File: src/rtl/bh_pkg.sv
// -----------------------------------------------------------------------------
// bh_pkg
// Shared definitions for the tape-machine run controller:
//   - default widths for tape, program memory and instruction words
//   - width of the shared index counter and of the RUN cycle counter
//   - controller state enum
//   - instruction encodings understood by the core
// -----------------------------------------------------------------------------
package bh_pkg;

    localparam int unsigned BH_TAPE_ADDR_W = 8;
    localparam int unsigned BH_TAPE_DATA_W = 8;
    localparam int unsigned BH_PRG_ADDR_W  = 8;
    localparam int unsigned BH_INSTR_W     = 3;

    // Index counter used for LOAD/FILL/CLEAR/DUMP addressing.
    localparam int unsigned BH_IDX_W = 8;

    // RUN cycle counter width and its saturation value.
    localparam int unsigned                BH_CYCLES_W   = 16;
    localparam logic [BH_CYCLES_W-1:0]     BH_CYCLES_MAX = '1;

    // LOAD stops on this address even without a last marker, so that FILL
    // always owns at least the final program address.
    localparam logic [BH_IDX_W-1:0] BH_LOAD_END_ADDR = 8'd254;

    typedef enum logic [2:0] {
        ST_IDLE  = 3'd0,
        ST_LOAD  = 3'd1,
        ST_FILL  = 3'd2,
        ST_CLEAR = 3'd3,
        ST_RUN   = 3'd4,
        ST_DUMP  = 3'd5,
        ST_DONE  = 3'd6
    } bh_state_t;

    // Instruction encodings: NOP 000, +/- 01x, >/< 10x, [/] 11x.
    typedef enum logic [2:0] {
        OP_NOP        = 3'b000,
        OP_INC        = 3'b010,
        OP_DEC        = 3'b011,
        OP_RIGHT      = 3'b100,
        OP_LEFT       = 3'b101,
        OP_LOOP_BEGIN = 3'b110,
        OP_LOOP_END   = 3'b111
    } bh_op_t;

endpackage

File: src/rtl/bh_run_ctrl_seq_counter.sv
// -----------------------------------------------------------------------------
// seq_counter
// Up counter with synchronous clear, count enable and terminal-count flag.
// Clear has priority over enable. tc is high while the count is all ones,
// i.e. the final index is flagged before the counter would wrap.
// Ports:
//   clk   - rising-edge clock
//   rst_n - asynchronous active-low reset (count -> 0)
//   clr   - synchronous clear to 0
//   en    - advance by one
//   count - current count
//   tc    - count is at its maximum value
// -----------------------------------------------------------------------------
module seq_counter
    import bh_pkg::*;
#(
    parameter int unsigned W = BH_IDX_W
) (
    input  logic         clk,
    input  logic         rst_n,
    input  logic         clr,
    input  logic         en,
    output logic [W-1:0] count,
    output logic         tc
);

    logic [W-1:0] count_reg;

    always_ff @(posedge clk or negedge rst_n) begin
        if (!rst_n) begin
            count_reg <= '0;
        end else if (clr) begin
            count_reg <= '0;
        end else if (en) begin
            count_reg <= count_reg + W'(1);
        end
    end

    assign count = count_reg;
    assign tc    = &count_reg;

endmodule

File: src/rtl/bh_run_ctrl.sv
// -----------------------------------------------------------------------------
// bh_run_ctrl
// Session controller for a tape-machine core. One session is:
//   LOAD  - accept program stream, write program memory from address 0
//   FILL  - pad program memory with NOP from program length L up to 255
//   CLEAR - take the tape port and zero all 256 cells
//   RUN   - release the core, count cycles until PC == L or abort
//   DUMP  - stream all 256 tape cells out with valid/ready
//   DONE  - idle with results held; a new start begins another session
// Ports:
//   i_clock, i_reset_n           - clock, async active-low reset
//   i_start, i_abort             - session start, early RUN termination
//   o_busy, o_done               - session in progress / finished
//   i_prg_valid/data/last, o_prg_ready        - program load stream
//   o_prgmem_we/addr/wdata                    - program memory write port
//   o_tape_sel/we/addr/wdata, i_tape_rdata    - tape port (sel=1: controller)
//   o_core_rst_n, o_core_run, i_core_pc       - core reset / enable / PC
//   o_dump_valid/data/last, i_dump_ready      - tape dump stream
//   o_cycles                                  - saturating RUN cycle count
// -----------------------------------------------------------------------------
module bh_run_ctrl
    import bh_pkg::*;
#(
    parameter int unsigned TAPE_ADDR_W = BH_TAPE_ADDR_W,
    parameter int unsigned TAPE_DATA_W = BH_TAPE_DATA_W,
    parameter int unsigned PRG_ADDR_W  = BH_PRG_ADDR_W,
    parameter int unsigned INSTR_W     = BH_INSTR_W
) (
    input  logic                   i_clock,
    input  logic                   i_reset_n,

    input  logic                   i_start,
    input  logic                   i_abort,
    output logic                   o_busy,
    output logic                   o_done,

    input  logic                   i_prg_valid,
    input  logic [INSTR_W-1:0]     i_prg_data,
    input  logic                   i_prg_last,
    output logic                   o_prg_ready,

    output logic                   o_prgmem_we,
    output logic [PRG_ADDR_W-1:0]  o_prgmem_addr,
    output logic [INSTR_W-1:0]     o_prgmem_wdata,

    output logic                   o_tape_sel,
    output logic                   o_tape_we,
    output logic [TAPE_ADDR_W-1:0] o_tape_addr,
    output logic [TAPE_DATA_W-1:0] o_tape_wdata,
    input  logic [TAPE_DATA_W-1:0] i_tape_rdata,

    output logic                   o_core_rst_n,
    output logic                   o_core_run,
    input  logic [PRG_ADDR_W-1:0]  i_core_pc,

    output logic                   o_dump_valid,
    output logic [TAPE_DATA_W-1:0] o_dump_data,
    output logic                   o_dump_last,
    input  logic                   i_dump_ready,

    output logic [BH_CYCLES_W-1:0] o_cycles
);

    bh_state_t state_reg, state_next;

    // Shared index: LOAD/FILL walk it continuously (FILL starts where LOAD
    // stopped, i.e. at L), then it is cleared for CLEAR and again for DUMP.
    logic [BH_IDX_W-1:0]    idx;
    logic                   idx_tc;
    logic                   idx_clr;
    logic                   idx_en;

    logic [PRG_ADDR_W-1:0]  len_reg;
    logic                   len_load;

    logic [BH_CYCLES_W-1:0] cycles_reg;
    logic                   cycles_clr;
    logic                   cycles_inc;

    logic                   run_exit;

    seq_counter #(
        .W (BH_IDX_W)
    ) u_idx (
        .clk   (i_clock),
        .rst_n (i_reset_n),
        .clr   (idx_clr),
        .en    (idx_en),
        .count (idx),
        .tc    (idx_tc)
    );

    assign run_exit = (i_core_pc == len_reg) || i_abort;

    always_ff @(posedge i_clock or negedge i_reset_n) begin
        if (!i_reset_n) begin
            state_reg <= ST_IDLE;
        end else begin
            state_reg <= state_next;
        end
    end

    always_ff @(posedge i_clock or negedge i_reset_n) begin
        if (!i_reset_n) begin
            len_reg <= '0;
        end else if (len_load) begin
            len_reg <= PRG_ADDR_W'(idx) + PRG_ADDR_W'(1);
        end
    end

    always_ff @(posedge i_clock or negedge i_reset_n) begin
        if (!i_reset_n) begin
            cycles_reg <= '0;
        end else if (cycles_clr) begin
            cycles_reg <= '0;
        end else if (cycles_inc && (cycles_reg != BH_CYCLES_MAX)) begin
            cycles_reg <= cycles_reg + BH_CYCLES_W'(1);
        end
    end

    assign o_cycles = cycles_reg;

    always_comb begin
        state_next     = state_reg;
        idx_clr        = 1'b0;
        idx_en         = 1'b0;
        len_load       = 1'b0;
        cycles_clr     = 1'b0;
        cycles_inc     = 1'b0;

        o_busy         = 1'b1;
        o_done         = 1'b0;
        o_prg_ready    = 1'b0;
        o_prgmem_we    = 1'b0;
        o_prgmem_addr  = '0;
        o_prgmem_wdata = '0;
        // The controller owns the tape outside RUN; ownership is dropped while
        // reset is asserted so every output reads 0 during reset.
        o_tape_sel     = i_reset_n;
        o_tape_we      = 1'b0;
        o_tape_addr    = '0;
        o_tape_wdata   = '0;
        o_core_rst_n   = 1'b0;
        o_core_run     = 1'b0;
        o_dump_valid   = 1'b0;
        o_dump_data    = '0;
        o_dump_last    = 1'b0;

        case (state_reg)
            ST_IDLE: begin
                o_busy = 1'b0;
                if (i_start) begin
                    state_next = ST_LOAD;
                    idx_clr    = 1'b1;
                    cycles_clr = 1'b1;
                end
            end

            ST_LOAD: begin
                o_prg_ready   = 1'b1;
                o_prgmem_addr = PRG_ADDR_W'(idx);
                if (i_prg_valid) begin
                    o_prgmem_we    = 1'b1;
                    o_prgmem_wdata = i_prg_data;
                    idx_en         = 1'b1;
                    if (i_prg_last || (idx == BH_LOAD_END_ADDR)) begin
                        len_load   = 1'b1;
                        state_next = ST_FILL;
                    end
                end
            end

            ST_FILL: begin
                o_prgmem_we    = 1'b1;
                o_prgmem_addr  = PRG_ADDR_W'(idx);
                o_prgmem_wdata = INSTR_W'(OP_NOP);
                idx_en         = 1'b1;
                if (idx_tc) begin
                    idx_clr    = 1'b1;
                    state_next = ST_CLEAR;
                end
            end

            ST_CLEAR: begin
                o_tape_we   = 1'b1;
                o_tape_addr = TAPE_ADDR_W'(idx);
                idx_en      = 1'b1;
                if (idx_tc) begin
                    idx_clr    = 1'b1;
                    state_next = ST_RUN;
                end
            end

            ST_RUN: begin
                o_tape_sel   = 1'b0;
                o_core_rst_n = 1'b1;
                o_core_run   = 1'b1;
                // The exit cycle itself is not counted: o_cycles reports the
                // cycles spent before the halt/abort condition was seen.
                if (run_exit) begin
                    state_next = ST_DUMP;
                end else begin
                    cycles_inc = 1'b1;
                end
            end

            ST_DUMP: begin
                o_core_rst_n = 1'b1;
                o_tape_addr  = TAPE_ADDR_W'(idx);
                o_dump_valid = 1'b1;
                o_dump_data  = i_tape_rdata;
                o_dump_last  = idx_tc;
                if (i_dump_ready) begin
                    idx_en = 1'b1;
                    if (idx_tc) begin
                        idx_clr    = 1'b1;
                        state_next = ST_DONE;
                    end
                end
            end

            ST_DONE: begin
                o_busy       = 1'b0;
                o_done       = 1'b1;
                o_core_rst_n = 1'b1;
                if (i_start) begin
                    state_next = ST_LOAD;
                    idx_clr    = 1'b1;
                    cycles_clr = 1'b1;
                end
            end

            default: begin
                state_next = ST_IDLE;
            end
        endcase
    end

endmodule

File: config.mk
export PLATFORM = sky130hd
export DESIGN_NAME = bh_run_ctrl
export DESIGN_NICKNAME = d
export VERILOG_FILES = /design/src/rtl/bh_pkg.sv /design/src/rtl/bh_run_ctrl_seq_counter.sv /design/src/rtl/bh_run_ctrl.sv
export SDC_FILE = /design/constraint.sdc
export NUM_CORES = 1
export LEC_CHECK = 0
export ABC_AREA = 1
export BUFFER_PORTS_ARGS = -buffer_cell sky130_fd_sc_hd__buf_4
export CAP_MARGIN = 20
export CORE_ASPECT_RATIO = 1.2
export CORE_UTILIZATION = 46
export DETAILED_ROUTE_END_ITERATION = 8
export PLACE_DENSITY = 0.78
export SKIP_LAST_GASP = 1
export SYNTH_ARGS = -nofsm -noshare
export SYNTH_HDL_FRONTEND = slang
export SYNTH_HIERARCHICAL = 1
export SYNTH_SLANG_ARGS = --single-unit
File: constraint.sdc
create_clock -name i_clock -period 2.1 [get_ports i_clock]
set_clock_uncertainty 0.1 [all_clocks]
set_input_delay 0.21 -clock i_clock [delete_from_list [all_inputs] [get_ports i_clock]]
set_output_delay 0.21 -clock i_clock [all_outputs]
set_load 0.05 [all_outputs]
# Word level (Yosys, flattened, before mapping)

Index checks and enable logic that the tools add are counted.

Reduce and logical (&&, ||, !) cells: 13
Eq/ne operators: 17
$add $sub $neg: 2
Multiplexer cells: 41

Operator list:

| cell                                                                    | count |
|---|---|
| 8-bit two-way mux                                                       | 5 |
| 16-bit two-way mux                                                      | 2 |
| 3-bit two-way mux                                                       | 10 |
| 1-bit two-way mux                                                       | 20 |
| 3-bit one-hot mux with 6 select lines                                   | 1 |
| 16-bit by 1-bit adder with 16-bit output, second input constant         | 1 |
| 16-bit inequality test, second input constant                           | 1 |
| 8-bit AND reduction                                                     | 2 |
| 2-bit inequality test, second input constant                            | 7 |
| 3-bit equality test, second input constant                              | 3 |
| 8-bit by 1-bit adder with 8-bit output, second input constant           | 1 |
| 8-bit equality test                                                     | 1 |
| 8-bit equality test, second input constant                              | 1 |
| 2-bit OR reduction                                                      | 4 |
| 3-bit by 2-bit equality test with 1-bit output, second input constant   | 2 |
| 1-bit one-hot mux with 3 select lines                                   | 2 |
| 2-bit nonzero test                                                      | 2 |
| 3-bit by 1-bit equality test with 1-bit output, second input constant   | 1 |
| 3-bit logical NOT                                                       | 1 |
| 3-bit OR reduction                                                      | 1 |
| 1-bit logical OR                                                        | 2 |
| 2-bit by 1-bit inequality test with 1-bit output, second input constant | 1 |
| 1-bit one-hot mux with 2 select lines                                   | 1 |
| 1-bit logical AND                                                       | 1 |

Logic and storage cells: 77
Output and inout port bits: 61
Bits in registers: 35
Input bits: 26

# Depth between registers and ports, before layout

Depth in word-level cells: 7
Mapped depth: 12

# Hierarchy

Netlist, hierarchy kept.

By module, submodules not included:

| module      | area each (µm²) | cells each | instances | seq. area each (µm²) |
|---|---|---|---|---|
| bh_run_ctrl | 2,192.1         | 344        | 1         | 675.6 |
| seq_counter | 424.2           | 57         | 1         | 200.2 |

# Worst setup path before layout

Ideal clock, no wire load.

Path kind: reg-to-output
From: reg state_reg[1]
To: out o_tape_addr[0]
Arrival: 2.235 ns
Slack: -0.445 ns
Cell stages (with the launch flop): 7
Cell sequence: dfrtp_1 -> inv_1 -> nor2_1 -> inv_1 -> nor2_1 -> nor2_2 -> nor2_1

Cells in the longest elaborated chain, start to end: 3
Elaborated cells between the ends (all ways): 4
Classes of those cells: 2 x eq/ne; 1 x mux; 1 x reduce/logical

Ends and longest elaborated chain:

| item                                                                                         | line               | text |
|---|---|---|
| start: declaration                                                                           | bh_run_ctrl.sv:64  | `bh_state_t state_reg, state_next;` |
| start signal: assignment                                                                     | bh_run_ctrl.sv:99  | `state_reg <= state_next;` |
| 3-bit equality test / 3-bit by 2-bit equality test with 1-bit output (equally long branches) | bh_run_ctrl.sv:149 | `case (state_reg)` |
| 2-bit OR reduction (no line) (*)                                                             | n/a                |  |
| 8-bit two-way mux (*)                                                                        | bh_run_ctrl.sv:149 |  |
| end: declaration                                                                             | bh_run_ctrl.sv:48  | `output logic [TAPE_ADDR_W-1:0] o_tape_addr,` |

Every way passes the cells marked *; elsewhere a longest branch is shown, timed or not.

# Worst setup path in the final report

From: reg state_reg[2]
To: out o_prgmem_addr[5]

Cells in the longest elaborated chain, start to end: 3
Elaborated cells between the ends (all ways): 4
Classes of those cells: 2 x eq/ne; 1 x mux; 1 x reduce/logical

Ends and longest elaborated chain:

| item                                                                                                                    | line               | text |
|---|---|---|
| 3-bit by 2-bit equality test with 1-bit output / 3-bit by 1-bit equality test with 1-bit output (equally long branches) | bh_run_ctrl.sv:149 |  |
| 2-bit OR reduction (no line) (*)                                                                                        | n/a                |  |
| 8-bit two-way mux (*)                                                                                                   | bh_run_ctrl.sv:149 |  |
| end: declaration                                                                                                        | bh_run_ctrl.sv:43  | `output logic [PRG_ADDR_W-1:0] o_prgmem_addr,` |

Marked as above.

==> flow_summary_export.csv <==
group,metric,value,unit
drt,drtPass1Iterations,8,
drt,drcViolationCount,0,
finish,fin_area,3410,um^2
timing,fmax,0.499,GHz
critical_path,crit-reg2reg-launch,"u_idx/count[0]",
floorplan,coreArea,5370,um^2
global_routing,grt_overflow,0,
critical_path,cp-startpoint,"state_reg[2]",
critical_path,arrival,1.69,ns
logic_synthesis,seq_area_frac_synth,0.335,
floorplan,die_h,84.6,um
critical_path,cp.buffers_inverters,3,
pwr,leakage,1.86,nW
placement,dpl-instance-area,3290,um^2
critical_path,required,1.79,ns
placement,place.gp.congestion,0.922,
critical_path,crit_type,"reg2out",
finish,largest_reg_flops,16,
timing,min_period,2.00,ns
drt,wirelength,6570,um
clock_network,htree_num_levels,2,
finish,final_cell_mix,"115 x nand2_1, 91 x buf_4, 62 x nor2_1, 50 x inv_1, 38 x nand3_1",
placement,port_buffers,78,
floorplan,start_util,0.487,
drt,vias_per_cell,4.95,
timing,fin_crit_sh,0.954,
critical_path,cp.depth,6,
clock_network,cts_sinks,35,
global_routing,grt.total_usage,0.230,
timing,grt_setup_unrepaired,"yes",
worst_hold_path,hold_class,"in2reg",
critical_path,end_kind,"primary output",
logic_synthesis,ys_async_sr_fraction,1.00,
critical_path,r2r_cells,12,
global_routing,antenna_found_initial,0,
floorplan,dieWidth,70.8,um
floorplan,dieArea,5990,um^2
global_routing,grt_pass1_wl,11100,um
critical_path,start_kind,"flop",
finish,nNetsFinal,524,
clock_network,cts-buffers-inserted,5,
logic_synthesis,synth-seq-cells,35,
drt,drtIter0Drc,174,
critical_path,cp_top_family,"buffers and inverters",
finish,final_common_cell,"nand2_1",
global_routing,grt_pass1_vias,2553,
timing,slew_viol_final,0,
finish,post-route-util,0.636,
run,maxCapViolCount,0,
timing,hold_viol,0,
clock_network,cts_root_buf,"clkbuf_8",
floorplan,rows,29,
drt,wl_per_cell,11.8,um
critical_path,endpoint,"o_prgmem_addr[5]",
critical_path,cpPeakStageDelay,0.45,ns
finish,final_layout_size_suffix_gt1_frac,0.260,
drt,final_antenna_net_count,0,
critical_path,rr_endpoint,"len_reg[4]",
logic_synthesis,ys_types,30,
logic_synthesis,synth_edf_count,0,
logic_synthesis,avgSynthCellArea,6.52,um^2
critical_path,crit_chain,"inv_1, nand3_1, nand2_1, clkinvlp_4, nor2_1, buf_4",
clock_network,cts_max_path_buffers,2,
finish,syn2layout_area_growth,30.5,%
placement,post-place-ws,0.0468,ns
placement,dp_hpwl,5170,um
worst_hold_path,min_from,"i_start",
critical_path,cp_max_fo,9,
clock_network,cts_tree,"done",
logic_synthesis,syn-cell-area,2620,um^2
floorplan,io_pins,87,
logic_synthesis,yosys_warnings,6,
timing,setup_ws,0.0969,ns
global_routing,grt_max_degree,36,
clock_network,path_clk_slew,0.06,ns
pwr,vdd_drop_max,0.728,mV
finish,antenna_cells,0,
pwr,p_per_area,1010,nW/um^2
critical_path,r2r_slack,0.14,ns
timing,finalSetupViolCount,0,
logic_synthesis,synthCells,401,
timing,whs,0.277,ns
critical_path,crit_slowest_cell,"dfrtp_1",
clock_network,clk-insertion-delay-late,0.29,ns
status,status,"finished, final reports clean",
logic_synthesis,synthFlopType,"dfrtp_1",
drt,route.vias.total,2747,
-- metrics by stage --
step                cells  total power, W  TNS (ns)
finish                555         0.00345         0
global route          555         0.00372    -0.102
global placement      545         0.00292         0
CTS                   552         0.00341         0
floorplan             408         0.00240   -0.0176
detailed placement    545         0.00295         0
-- power breakdown --
| group | switching (W) | internal [W] | total [W] | leakage [nW] |
|---|---|---|---|---|
| Combinational | 0.00142 | 0.000622 | 0.00205 | 1.35 |
| Sequential | 0.000132 | 0.000822 | 0.000954 | 0.473 |
| Clock | 0.000225 | 0.000221 | 0.000446 | 0.0371 |
| Total | 0.00178 | 0.00167 | 0.00345 | 1.86 |
-- cell type report --
type,instances,area [um^2]
tap,62,77.6
timing repair inverter,1,5.00
fill,502,1960
clock buffer,6,72.6
sequential,35,876
multi-input combinational,303,1470
timing repair buffer,92,693
inverter,56,218
-- Yosys cell counts (3+ instances only) --
| master | count | area [um^2] |
|---|---|---|
| nand2_1 | 115 | 432 |
| nor2_1 | 73 | 274 |
| inv_1 | 52 | 195 |
| nand3_1 | 38 | 190 |
| dfrtp_1 | 35 | 876 |
| xor2_1 | 14 | 123 |
| o21ai_0 | 12 | 60.1 |
| buf_4 | 8 | 60.1 |
| xnor2_1 | 7 | 61.3 |
| a21oi_1 | 6 | 30.0 |
| ha_1 | 4 | 50.1 |
| nand2_2 | 4 | 25.0 |
| nand4_1 | 4 | 25.0 |
| nor2_2 | 4 | 25.0 |
| nor3_1 | 4 | 20.0 |
| buf_6 | 3 | 33.8 |
| inv_2 | 3 | 11.3 |
| o21ai_1 | 3 | 15.0 |
-- worst min-delay path, stage by stage --
cell and delay, ns:
buf_4 0.09, nand2_2 0.07, o21ai_2 0.10, o21ai_1 0.08, nand2_1 0.05, inv_1 0.03
-- worst min-delay path by stage --
stage / end / slack [ns] / cells past startpoint
2_1_floorplan: len_reg[0] / -0.19 / 0
3_3_place_gp: o_cycles[11] / 0.19 / 2
3_5_place_dp: o_cycles[11] / 0.19 / 2
4_1_cts: o_cycles[10] / 0.29 / 5
5_1_grt: u_idx/count[6] / 0.31 / 6
6_report: u_idx/count[6] / 0.28 / 6
-- kinds of logic after synthesis --
logic type	after synthesis	share of synthesized area
AO/OA/AOI/OAI	21	0.0402
other	1	0.00143
XOR/XNOR	21	0.0703
AND/OR/NAND/NOR	249	0.409
buffers and inverters	70	0.125
flip-flops	35	0.335
adder cells (fa/ha/maj)	4	0.0191
-- timing repair --
item	in CTS	in global routing
setup endpoints to repair	0	27
buffers inserted	0	2
endpoints found under the hold margin	35	0
resized for setup	0	7
hold buffers	1	0
-- routing by layer --
| layer | vias up | part of all wire | track usage | wire length, um |
|---|---|---|---|---|
| li1 | 1400 | - | - | - |
| met3 | 8 | 0.053 | 0.0444 | 351 |
| met4 | 0 | 0.017 | 0.0800 | 115 |
| met5 | - | 0 | 0 | 0 |
| met1 | 1257 | 0.40 | 0.254 | 2610 |
| met2 | 82 | 0.53 | 0.433 | 3500 |
(Power assumes the default switching activity.)
